$ cat config.mk
export PLATFORM = sky130hd
export DESIGN_NAME = mem_stage
export DESIGN_NICKNAME = d
export VERILOG_FILES = /design/src/rtl/mem_stage.sv
export SDC_FILE = /design/constraint.sdc
export NUM_CORES = 1
export LEC_CHECK = 0
export BUFFER_PORTS_ARGS = -buffer_cell sky130_fd_sc_hd__buf_4
export CAP_MARGIN = 20
export CORE_AREA = 2 2 97 99
export CTS_CLUSTER_SIZE = 16
export DETAILED_ROUTE_END_ITERATION = 16
export DIE_AREA = 0 0 99 101
export PLACE_DENSITY = 0.89
export SYNTH_ARGS = -nofsm -noshare
export SYNTH_HDL_FRONTEND = slang
export SYNTH_SLANG_ARGS = --single-unit
$ cat constraint.sdc
create_clock -name clk -period 1.7 [get_ports clk]
set_clock_uncertainty 0.15 [all_clocks]
set_input_delay 0.17 -clock clk [delete_from_list [all_inputs] [get_ports clk]]
set_output_delay 0.17 -clock clk [all_outputs]
set_load 0.05 [all_outputs]
$ cat src/rtl/mem_stage.sv
//==============================================================================
// Module   : mem_stage
// Purpose  : MIPS MEM stage - req/ack data-memory port with timeout abort,
//            upstream stall and registered MEM/WB outputs.
// Revision : 1.0
//==============================================================================
`timescale 1ns/1ps
`default_nettype none

module mem_stage #(
   parameter int TIMEOUT = 16
) (
   input  logic        clk,
   input  logic        reset,
   input  logic [31:0] ALUoutputData_ex,
   input  logic [31:0] rtData_ex,
   input  logic [4:0]  RegFileWtAddr_ex,
   input  logic        wmem_ex,
   input  logic        Mem2Reg_ex,
   input  logic        wreg_ex,
   output logic        dmem_req,
   output logic        dmem_we,
   output logic [31:0] dmem_addr,
   output logic [31:0] dmem_wdata,
   input  logic [31:0] dmem_rdata,
   input  logic        dmem_ack,
   output logic        stall_mem,
   output logic [31:0] RegFileWtData_mem,
   output logic [4:0]  RegFileWtAddr_mem,
   output logic        wreg_mem,
   output logic        align_err,
   output logic        bus_err
);

   localparam int              c_CW   = $clog2(TIMEOUT) + 1;
   localparam logic [c_CW-1:0] c_LAST = c_CW'(TIMEOUT - 1);
   localparam logic [c_CW-1:0] c_CMAX = '1;
   localparam logic [0:0]      c_IDLE = 1'b0;
   localparam logic [0:0]      c_WAIT = 1'b1;

   logic [0:0]      r_state;
   logic [c_CW-1:0] r_cnt;

   logic w_access;
   logic w_misaligned;
   logic w_start;
   logic w_in_wait;
   logic w_abort;
   logic w_load_only;

   always_comb begin
      w_access     = wmem_ex | Mem2Reg_ex;
      w_misaligned = (ALUoutputData_ex[1:0] != 2'b00);
      w_start      = (r_state == c_IDLE) & w_access & ~w_misaligned;
      w_in_wait    = (r_state == c_WAIT);
      // Ack wins over abort when both land in the last allowed cycle.
      w_abort      = w_in_wait & ~dmem_ack & (r_cnt == c_LAST);
      w_load_only  = Mem2Reg_ex & ~wmem_ex;
   end

   assign stall_mem = reset & (w_start | (w_in_wait & ~dmem_ack & ~w_abort));

   always_ff @(posedge clk) begin
      if (!reset) begin
         r_state           <= c_IDLE;
         r_cnt             <= '0;
         dmem_req          <= 1'b0;
         dmem_we           <= 1'b0;
         dmem_addr         <= '0;
         dmem_wdata        <= '0;
         RegFileWtData_mem <= '0;
         RegFileWtAddr_mem <= '0;
         wreg_mem          <= 1'b0;
         align_err         <= 1'b0;
         bus_err           <= 1'b0;
      end else begin
         align_err         <= (r_state == c_IDLE) & w_access & w_misaligned;
         bus_err           <= w_abort;
         // MEM/WB carries a bubble unless an instruction retires this cycle.
         RegFileWtData_mem <= '0;
         RegFileWtAddr_mem <= '0;
         wreg_mem          <= 1'b0;

         case (r_state)
            c_IDLE: begin
               if (!w_access) begin
                  RegFileWtData_mem <= ALUoutputData_ex;
                  RegFileWtAddr_mem <= RegFileWtAddr_ex;
                  wreg_mem          <= wreg_ex;
               end else if (w_start) begin
                  dmem_req   <= 1'b1;
                  dmem_we    <= wmem_ex;
                  dmem_addr  <= {ALUoutputData_ex[31:2], 2'b00};
                  dmem_wdata <= rtData_ex;
                  r_state    <= c_WAIT;
                  r_cnt      <= '0;
               end
            end
            default: begin
               if (dmem_ack) begin
                  dmem_req          <= 1'b0;
                  r_state           <= c_IDLE;
                  r_cnt             <= '0;
                  RegFileWtData_mem <= w_load_only ? dmem_rdata : ALUoutputData_ex;
                  RegFileWtAddr_mem <= RegFileWtAddr_ex;
                  wreg_mem          <= wreg_ex;
               end else if (w_abort) begin
                  dmem_req <= 1'b0;
                  r_state  <= c_IDLE;
                  r_cnt    <= '0;
               end else if (r_cnt != c_CMAX) begin
                  r_cnt <= r_cnt + 1'b1;
               end
            end
         endcase
      end
   end

endmodule

`default_nettype wire
==> results of run 1 <==
layout make-up:
cell class / count / area, µm²
repair buffers: 351 / 3100
flip-flops and latches: 110 / 2210
fillers: 496 / 1690
multi-input cells: 300 / 1660
well taps: 111 / 139
clock buffers: 9 / 124
clock inverters: 6 / 46.3
inverters: 2 / 8.76
through the flow:
stage | hold WS (ns) | TNS [ns]
detailed placement | 0.248 | 0
CTS | 0.0125 | -0.0104
global route | 0.00507 | -3.20
floorplan | 0.156 | -0.00875
global placement | 0.247 | 0
finish | 0.00805 | -0.561
critical path: stages:
cell                            delay [ns]
sky130_fd_sc_hd__dlygate4sd3_1        0.54
sky130_fd_sc_hd__buf_4                0.16
sky130_fd_sc_hd__nor2b_1              0.14
sky130_fd_sc_hd__buf_4                0.14
sky130_fd_sc_hd__a211oi_4             0.22
sky130_fd_sc_hd__buf_6                0.17
sky130_fd_sc_hd__buf_6                0.14
sky130_fd_sc_hd__a22oi_2              0.06
sky130_fd_sc_hd__nor2_1               0.18
cells by family after synthesis:
family / after synthesis
adder cells (fa/ha/maj): 1
flip-flops: 110
buffers and inverters: 36
other: 1
multiplexers: 2
AO/OA/AOI/OAI: 113
AND/OR/NAND/NOR: 182
metal layers:
| metal | vias up | share of wire, % | global-route usage [%] |
|---|---|---|---|
| met4 | 0 | 4.1 | 15.8 |
| li1 | 2142 | - | - |
| met1 | 2184 | 35 | 30.8 |
| met5 | - | 0 | 0 |
| met3 | 65 | 9.4 | 7.84 |
| met2 | 298 | 51 | 54.2 |
worst paths after layout:
check | from | slack [ns] | endpoint
hold reg to reg | dmem_wdata[16] | 0.31 | dmem_wdata[16]
setup / recovery | Mem2Reg_ex | -0.07 | RegFileWtData_mem[6]
hold / removal | ALUoutputData_ex[1] | 0.008 | align_err
setup reg to reg | r_state | -0.07 | RegFileWtData_mem[6]
power by group through the flow:
stage          sequential (mW)  combinational (mW)  clock (mW)
2_1_floorplan             3.16               0.267           0
3_3_place_gp              2.79                1.10           0
3_5_place_dp              2.79                1.13           0
4_1_cts                   2.73                1.34        1.48
5_1_grt                   2.75                1.56        1.57
6_report                  2.74                1.50        1.45
sequential cells by signal, summed over array words and instances, names as in the netlist:
register,cells
dmem_we,1
RegFileWtAddr_mem,5
dmem_req,1
dmem_addr,30
r_cnt,5
r_state,1
align_err,1
wreg_mem,1
RegFileWtData_mem,32
bus_err,1
dmem_wdata,32
cell usage in the layout, fill, tap and decap left out, types with 2 or more instances in the layout:
master                          instances
sky130_fd_sc_hd__dlygate4sd3_1        106
sky130_fd_sc_hd__a21oi_2                8
sky130_fd_sc_hd__dfxtp_1              107
sky130_fd_sc_hd__buf_12                 8
sky130_fd_sc_hd__nand2_1              126
sky130_fd_sc_hd__clkbuf_16              5
sky130_fd_sc_hd__conb_1                 2
sky130_fd_sc_hd__a22oi_1               18
sky130_fd_sc_hd__clkinv_2               2
sky130_fd_sc_hd__buf_6                  5
sky130_fd_sc_hd__inv_6                  2
sky130_fd_sc_hd__a21oi_1               59
sky130_fd_sc_hd__nor2_1                36
sky130_fd_sc_hd__clkbuf_8               9
sky130_fd_sc_hd__clkinvlp_4             2
sky130_fd_sc_hd__nor4_1                 2
sky130_fd_sc_hd__buf_4                226
sky130_fd_sc_hd__a22oi_2               15
sky130_fd_sc_hd__nand3_1                2
sky130_fd_sc_hd__dfxtp_2                2
sky130_fd_sc_hd__and3_1                 6
sky130_fd_sc_hd__o21ai_4                2
sky130_fd_sc_hd__o21a_1                 2
what timing repair did:
action | CTS | global route
setup buffers | 10 | 4
hold buffers | 106 | 0
hold endpoints to repair | 106 | 0
resized for setup | 15 | 32
gates cloned | 0 | 6
endpoints found under the setup margin | 1 | 86
pin swaps | 4 | 14
==> results summary, run 1 <==
The die span in y came out at 101 µm. The TritonCTS clock tree is yes. The pre-CTS setup slack is 0.0501 ns. The tightest min-delay check is of the in -> reg type.

Summed over all layers, the routed wires come to 16.6 mm. The maximum fanout along the worst path came out at 5. In this run the power density over the cells is 780 mW/mm². The core box area is 0.00898 mm². The fraction of registers with async set or reset after synthesis is 0%.

The antenna diode instance count came out at 0. The number of global-route vias before repair came out at 4727. The max-slew violation count was 0. The final reports fail on setup timing. The share of total power in sequential cells is 48.2%. The basic-gate share of the synthesized area counting and, or, nand and nor cells came out at 19.0%.

The effective utilization at floorplan came out at 42.7%. Routability-driven placement finished with a final weighted congestion of 0.818. The total of buffers placed on input and output ports is 211. The cell total after placement came out at 750.

The combinational share of power came out at 26.3%. The number of hold violations in the final report came out at 0. The standard-cell row count came out at 35.

The synthesized-area fraction occupied by xor and xnor cells is 0%. The minimum period implied by the final worst setup slack came out at 1.77 ns. The synthesized netlist cell count came out at 445. The sort of element at the end of the critical path is a flip-flop. The number of antenna violations at the first check in global routing came to 0. The clock latency on the worst-skew pair is 0.36 ns. The number of H-tree levels is 3.

The net count reported at finish is 882. The proportion of layout cells with a drive suffix above 1 is 39.1%. The setup path with the least slack is of type in -> reg. The residual antenna-violating net count after detailed routing is 0. The count of warnings emitted by yosys is 0.

The area of the die came out at 0.0100 mm². The largest total area in the synthesized netlist belongs to sky130_fd_sc_hd__dfxtp_1. By area the synthesized netlist is led by sky130_fd_sc_hd__dfxtp_1 57%, sky130_fd_sc_hd__nand2_1 13%, sky130_fd_sc_hd__a21oi_1 8.9%, sky130_fd_sc_hd__a22oi_1 6.5%, sky130_fd_sc_hd__nor2_1 3.6%.

Counting the buffers created by CTS gives 9. The switching fraction of total power is 31.8%. The timing-limited maximum frequency came out at 0.564 GHz. The detailed router's first-iteration violation count is 179. STA classifies the critical path startpoint as an input port. After synthesis, the largest family of logic cells by area is simple AND/OR/NAND/NOR gates. For this design, the sink count on the clock tree is 110.

Once routing completed, OpenROAD measured the worst setup slack at -0.0728 ns. Of the post-synthesis cell area, the part taken by muxes is 0.555%. The remaining global-route overflow came out at 0. The analysis attributes to net switching a power of 1.81 mW. The detailed router placed 4689 vias in this run.

The cell area after placement came out at 0.00563 mm². sky130_fd_sc_hd__nand2_1 is the most common cell in the netlist. The mean instance size in the synthesized netlist is 8.61 µm².

The post-route clock period utilization is 104%. Summed over all cells, the static leakage comes to 3.20 nW. The data arrival time at the worst-slack endpoint came out at 1.92 ns. The design draws 5.69 mW. The share of total power in the clock network came out at 25.5%. Entering global routing, the biggest net connects 51 pins. The total setup violations reported at the end of the flow is 29. The buffer levels on the longest clock path came out at 2. The count of max-cap constraint violations is 0. Along the worst hold path, the cell count comes to 3. The worst-case vdd ir drop is 0.475 mV. The synthesized netlist devotes 18.0% of its cell area to compound gates. CTS placed an instance of sky130_fd_sc_hd__clkbuf_8 at the clock tree root. The half-perimeter wire length after detailed placement is 8.31 mm. The final routed DRC violation total came out at 0. The number of library cell types mapped by synthesis came out at 32. The post-layout instance count excluding filler cells came out at 889. The most used flip-flop cell after synthesis is sky130_fd_sc_hd__dfxtp_1.

The share of the yosys chip area belonging to registers is 57.5%. The synthesized netlist occupies a cell area of 0.00383 mm². The number of I/O pins is 214.

The post-route cell area came out at 0.00729 mm². The average wire per cell in the routed design came out at 18.7 µm. The area share of the leading cell type in the synthesized netlist came out at 57.5%. Setup repair after global routing could not meet its margin everywhere. The internal portion of the total power is 3.88 mW. The worst register-to-register path has a depth of 7. The clock transition at the registers of the reported paths came out at 0.12 ns. The share of synthesized cell area in full adder, half adder and majority cells came out at 0.327%. Once layout is complete, the utilization of the core stands at 81.2%. The die outline width is 99 µm. For the worst setup path, the data required time is 1.85 ns. The via density per instance came out at 5.27. Across every metal layer, demand over resource in global routing totals 29.6%. In this run, synthesis produced a sequential element count of 110. The synthesized design contains 0 enable-type register cells. The number of detailed-routing iterations run before antenna repair is 5. The first-pass GRT wire length is 23.3 mm. Ranked by instance count, the synthesized netlist is headed by 128 x sky130_fd_sc_hd__nand2_1, 110 x sky130_fd_sc_hd__dfxtp_1, 68 x sky130_fd_sc_hd__a21oi_1.

The flow ran to the end, but the final reports show violations. The area added between synthesis and finish is 90.3%.
Power figures use the tool's default switching activity.
==> run 2: changes to the inputs <==
- CORE_AREA: 2 2 97 99 -> 2 2 101 103
- DIE_AREA: 0 0 99 101 -> 0 0 103 105
- PLACE_DENSITY: 0.89 -> 0.86
- clock period: 1.7 -> 1.6 ns (I/O delays scaled with it)
==> run 2 against run 1 <==
Compared with the run above: the run still ends with setup timing left; final cell count grew 1.5%; highest routed layer unchanged; sequential power grew 6%; largest power group unchanged; cell area shrank 2.0%.
==> results summary, run 2 (synthesis gave the netlist of run 1 again) <==
The run finished, with violations left. The standard-cell row count is 36. The remaining global-route overflow is 0. The detailed router's first-iteration violation count came out at 202.

The clock transition at the registers of the reported paths came out at 0.11 ns. The buffer levels on the longest clock path is 2. The area of the multi-input gates is 0.00164 mm².

The maximum number of pins on one net before global-route repair came out at 44. The via density per instance came out at 5.19. The clock tree synthesis step divided the H-tree into 3 levels. The final reports fail on setup timing. For this run, design rule violations remaining after detail routing come to 0. The number of I/O pins is 214. The worst-case vdd ir drop is 0.558 mV. The filler cells instantiated in the layout total 632.

The half-perimeter wire length after detailed placement came out at 8.51 mm. The number of hold violations in the final report is 0. In the layout the commonest cells are 225 x sky130_fd_sc_hd__buf_4, 128 x sky130_fd_sc_hd__nand2_1, 107 x sky130_fd_sc_hd__dfxtp_1. The combinational share of power came out at 24.4%. The cell depth of the worst min-delay path came out at 3. The via total after detailed routing is 4681. The startpoint of the most critical hold path is ALUoutputData_ex[0]. The area added between synthesis and finish came out at 86.4%.

The count of max-cap constraint violations came out at 0. In this run the vertical extent of the chip is 105 µm. Setup slack on the critical path of the routed design comes to -0.178 ns. The share of total power in the clock network is 28.6%. The share of total power in sequential cells came out at 47.1%. The residual antenna-violating net count after detailed routing came out at 0. The post-route netlist has 37.1% of its cells at a drive strength greater than 1.

The library cell used most frequently in the layout, excluding fill and tap cells, is sky130_fd_sc_hd__buf_4. The number of global-route vias before repair came out at 4918. After detailed routing, the average wire length per cell comes to 17.8 µm. Summed over all cells, the static leakage comes to 3.13 nW. Of all nets on the critical path, the largest fanout is 2.

After layout, the minimum clock period comes to 1.78 ns. For the worst setup path, the data arrival time is 1.47 ns. The total internal power is 4.37 mW.

The clock net in this run drives a total of 110 sinks. The post-route clock period utilization came out at 111%. The routability congestion estimate from global placement came out at 0.821.

The number of antenna violations at the first check in global routing is 0. The worst setup path is captured at a primary output. Based on the critical path, the design can be clocked at up to 0.562 GHz. Setup violations remaining at the end of the flow were counted as 36. The aggregate routed wire length came out at 16.0 mm. The max-slew violation count came out at 0. The total area inside the core boundary comes to 0.00964 mm². The kind of critical path is reg -> out. CTS placed an instance of sky130_fd_sc_hd__clkbuf_8 at the clock tree root. The first-pass GRT wire length came out at 23.4 mm. The die outline width is 103 µm.

The total power per unit cell area is 867 mW/mm². The number of cells on the worst reg-to-reg path is 6. Setup repair after global routing could not meet its margin everywhere. The min-delay analysis places its worst path in the category in -> reg. The number of antenna diodes in the final layout is 0.

The post-route cell area is 0.00714 mm². STA classifies the critical path startpoint as a flip-flop. The number of detailed-routing iterations run before antenna repair is 4. The total of buffers placed on input and output ports came out at 211.

The net count reported at finish is 873. The TritonCTS clock tree is yes. For this configuration, the core starts out at a cell density of 39.7%. The clock reaches the later pin of the worst-skew pair after 0.36 ns. In the final layout, flip-flops and latches occupy 0.00221 mm². After routing, the total negative slack on setup checks comes to -3.40 ns.

In this run the worst setup path begins at r_cnt[0]. The pre-CTS setup slack came out at -0.0156 ns. The cell area after placement came out at 0.00562 mm². The switching component of the power is 1.82 mW. The switching fraction of total power came out at 29.4%. The critical path required time is 1.29 ns. The largest registers in the layout are RegFileWtData_mem x32, dmem_wdata x32, dmem_addr x30.

In the global route stage, overall resource usage came out at 27.5%. The area of the die is 0.0108 mm². The number of buffers created by CTS came out at 9. The startpoint identified for the worst register-to-register timing path is r_state.
run 2: critical path, cell delays in order, from the launching register on:
cell,delay [ns]
sky130_fd_sc_hd__dfxtp_2,0.37
sky130_fd_sc_hd__ha_4,0.16
sky130_fd_sc_hd__nand3_4,0.10
sky130_fd_sc_hd__o21ai_4,0.23
sky130_fd_sc_hd__a21oi_4,0.09
sky130_fd_sc_hd__buf_6,0.16
run 2: cell type report:
class / instances / area share (%)
clock buffers: 11 / 1.84
clock inverters: 4 / 1.02
inverters: 2 / 0.105
multi-input cells: 300 / 22.9
flip-flops and latches: 110 / 30.9
well taps: 133 / 2.33
repair buffers: 342 / 40.9
run 2: final timing paths:
kind	to	slack, ns
worst max-delay path	stall_mem	-0.18
worst min-delay path	r_cnt[4]	0.07
worst max register to register	RegFileWtData_mem[22]	-0.17
worst min register to register	dmem_wdata[13]	0.31
run 2: stage by stage:
step | power, mW | hold slack (ns) | util [%] | cells
detailed placement | 4.16 | 0.240 | 58.3 | 772
CTS | 6.14 | 0.0380 | 73.0 | 902
global route | 6.40 | 0.0807 | 74.1 | 902
finish | 6.19 | 0.0712 | 74.1 | 902
global placement | 4.13 | 0.236 | 58.3 | 772
floorplan | 3.65 | 0.146 | - | 446
run 2: timing repair:
action                     4_1_cts  5_1_grt
setup buffers                    8        1
pin swaps                        5       20
hold endpoints to repair       106        0
setup endpoints to repair       11       35
gates resized for setup         22       23
hold buffers                   106        0
cloned                           1        0
run 2: power by group through the flow:
stage / clock [mW] / sequential, mW / combinational (mW)
2_1_floorplan: 0 / 3.36 / 0.284
3_3_place_gp: 0 / 2.96 / 1.16
3_5_place_dp: 0 / 2.97 / 1.19
4_1_cts: 1.80 / 2.91 / 1.43
5_1_grt: 1.90 / 2.93 / 1.57
6_report: 1.77 / 2.91 / 1.51
run 2: metal layers:
layer | up-vias | track usage, % | routed length [µm]
li1 | 2120 | - | -
met1 | 2195 | 29.2 | 5640
met2 | 298 | 49.0 | 8260
met3 | 68 | 6.02 | 1330
met4 | 0 | 15.6 | 785
met5 | - | 0 | 0
==> run 3: changes to the inputs <==
- RECOVER_POWER: not set -> 100
==> run 3 against run 2 <==
Compared with the run above: core utilization fell by 2.7 points; clock power hardly changed; sequential cell count unchanged; global-route usage unchanged; the run still ends with setup timing left; setup slack improved by 0.00082 ns; via count shrank 0.70%; maximum frequency about the same; final cell count did not move.
==> results summary, run 3 (synthesis gave the netlist of run 1 again) <==
Measured on the finished design, the core utilization comes to 71.4%. The pre-CTS setup slack came out at -0.0156 ns. The minimum period implied by the final worst setup slack came out at 1.78 ns. For this run, design rule violations remaining after detail routing come to 0. The met2 usage in global routing came out at 49.0%. The fraction of met3 tracks used by global routing is 6.02%. The TritonCTS clock tree is yes.

The sort of element at the end of the critical path is a flip-flop. The most common cell after layout, fill and taps aside is sky130_fd_sc_hd__nand2_1. The area of the multi-input gates came out at 0.00164 mm². The remaining global-route overflow is 0. The residual antenna-violating net count after detailed routing came out at 0.

The max-slew violation count was 0. The final critical path takes up 111% of the cycle. The first-pass GRT wire length is 23.4 mm. At the end of routability-driven placement, the weighted congestion stood at 0.821.

Setup repair after global routing could not meet its margin everywhere. The clock sink total came out at 110. The proportion of layout cells with a drive suffix above 1 is 37.1%. The met1 usage in global routing is 29.2%. For the worst setup path, the data required time is 1.72 ns. Setup violations remaining at the end of the flow were counted as 36.

After global routing, the most crowded layer is met2. The timing-limited maximum frequency is 0.563 GHz. The overall power consumption came out at 6.12 mW. The class of the worst hold path is in -> reg. The minimum hold slack came out at 0.0729 ns. The maximum number of pins on one net before global-route repair is 44. The buffer levels on the longest clock path is 2. Counting stages on the worst path, the most repeated cell is sky130_fd_sc_hd__buf_6. Global routing consumed, over all layers together, 27.5% of the routing resources. After legalization and detailed placement, the total HPWL measured 8.51 mm. The area of the die came out at 0.0108 mm².

The data arrival time at the worst-slack endpoint is 1.89 ns. The number of global-route vias before repair came out at 4918. The number of buffer and inverter instances along the worst setup path is 2.

The total of fill cells in the finished design came out at 723. The final layout contains routed wiring with a total length of 16.0 mm. The largest registers in the layout are RegFileWtData_mem x32, dmem_wdata x32, dmem_addr x30. The total of buffers placed on input and output ports is 211.

The area added between synthesis and finish is 79.7%. In the post-route analysis, the smallest setup slack over all paths is -0.177 ns. The signal on the critical path passes through and2b_2 > buf_6 > a211oi_4 > buf_6 > a22oi_1 > nor2_1. The top cell types in the final layout, fill and taps aside, are 128 x sky130_fd_sc_hd__nand2_1, 121 x sky130_fd_sc_hd__buf_4, 107 x sky130_fd_sc_hd__dfxtp_1. The detailed router's first-iteration violation count is 204. The clock latency on the worst-skew pair came out at 0.36 ns. The cell type group with the largest total delay on the critical path is simple AND/OR/NAND/NOR gates.

The largest individual stage delay along the critical path comes from the cell sky130_fd_sc_hd__dfxtp_4. IR analysis of the VDD net gives a maximum drop of 0.553 mV. The cell total after placement came out at 772. In the final layout, flip-flops and latches occupy 0.00221 mm². The worst setup path is of the reg -> reg kind. The number of detailed-routing iterations run before antenna repair is 4.

The worst stage delay on the critical path came out at 0.38 ns. The number of hold violations in the final report came out at 0. The total power per unit cell area is 888 mW/mm². The number of I/O pins is 214.

The post-layout instance count excluding filler cells came out at 902. In this run, CTS created clock tree buffers numbering 9. Clock-pin slew was measured on the worst setup and hold paths at 0.11 ns. The count of max-cap constraint violations is 0. The leakage dissipation came out at 3.05 nW. The H-tree was split into 3 levels. The via total after detailed routing came out at 4648.

The die span in y came out at 105 µm. The final layout contains 873 nets. The run finished, with violations left.

The standard-cell row count came out at 36. The via density per instance is 5.15. The core box area is 0.00964 mm². The die outline width came out at 103 µm. The number of antenna violations at the first check in global routing is 0. The worst setup path is launched from a flip-flop. For this configuration, the core starts out at a cell density of 39.7%. In the final routed layout, each cell accounts on average for 17.7 µm. The antenna diode instance count came out at 0. The root buffer cell chosen for the clock tree is sky130_fd_sc_hd__clkbuf_8. The checks that failed: setup timing.

The maximum fanout along the worst path came out at 16.
[run 3: routing by layer]
layer,part of all wire (%),wire length (µm)
met4,4.9,784
met1,36,5720
met3,7.7,1240
met5,0,0
met2,52,8240
[run 3: worst register-to-register path: cells and delay by family, from the launching register on]
| family | cells | cell delay [ns] |
|---|---|---|
| and+or+nand+nor | 2 | 0.40 |
| DFF | 1 | 0.38 |
| AOI/OAI and AO/OA | 2 | 0.38 |
| buffers and inverters | 2 | 0.37 |
[run 3: what timing repair did]
action / CTS / global route
gates resized for setup: 22 / 23
hold buffers: 106 / 0
buffers inserted: 8 / 1
endpoints found under the hold margin: 106 / 0
pin swaps: 5 / 20
endpoints found under the setup margin: 11 / 35
gates cloned: 1 / 0
[run 3: worst paths after layout]
path / endpoint / startpoint / cells past startpoint / slack [ns]
max reg2reg: RegFileWtData_mem[22] / r_state / 6 / -0.18
max: RegFileWtData_mem[22] / r_state / 6 / -0.18
min reg2reg: dmem_wdata[19] / dmem_wdata[19] / 2 / 0.31
min: r_cnt[4] / ALUoutputData_ex[0] / 3 / 0.07
[run 3: power breakdown]
part | internal [mW] | switching [mW] | total (mW)
Combinational | 0.575 | 0.863 | 1.44
Clock | 0.874 | 0.891 | 1.77
Sequential | 2.85 | 0.0600 | 2.91
Total | 4.30 | 1.81 | 6.12
[run 3: layout make-up]
| class | instances | share of cell area (%) |
|---|---|---|
| clock inverters | 4 | 1.05 |
| inverters | 2 | 0.109 |
| multi-input cells | 300 | 23.8 |
| repair buffers | 342 | 38.7 |
| flip-flops and latches | 110 | 32.1 |
| clock buffers | 11 | 1.91 |
| well taps | 133 | 2.42 |
[run 3: through the flow]
| step | cell area [µm²] | TNS (ns) |
|---|---|---|
| after floorplan | 3850 | -0.0686 |
| after global placement | 5620 | 0 |
| after detailed placement | 5620 | -0.0156 |
| after CTS | 7030 | -0.232 |
| after global routing | 6880 | -4.80 |
| final | 6880 | -3.25 |
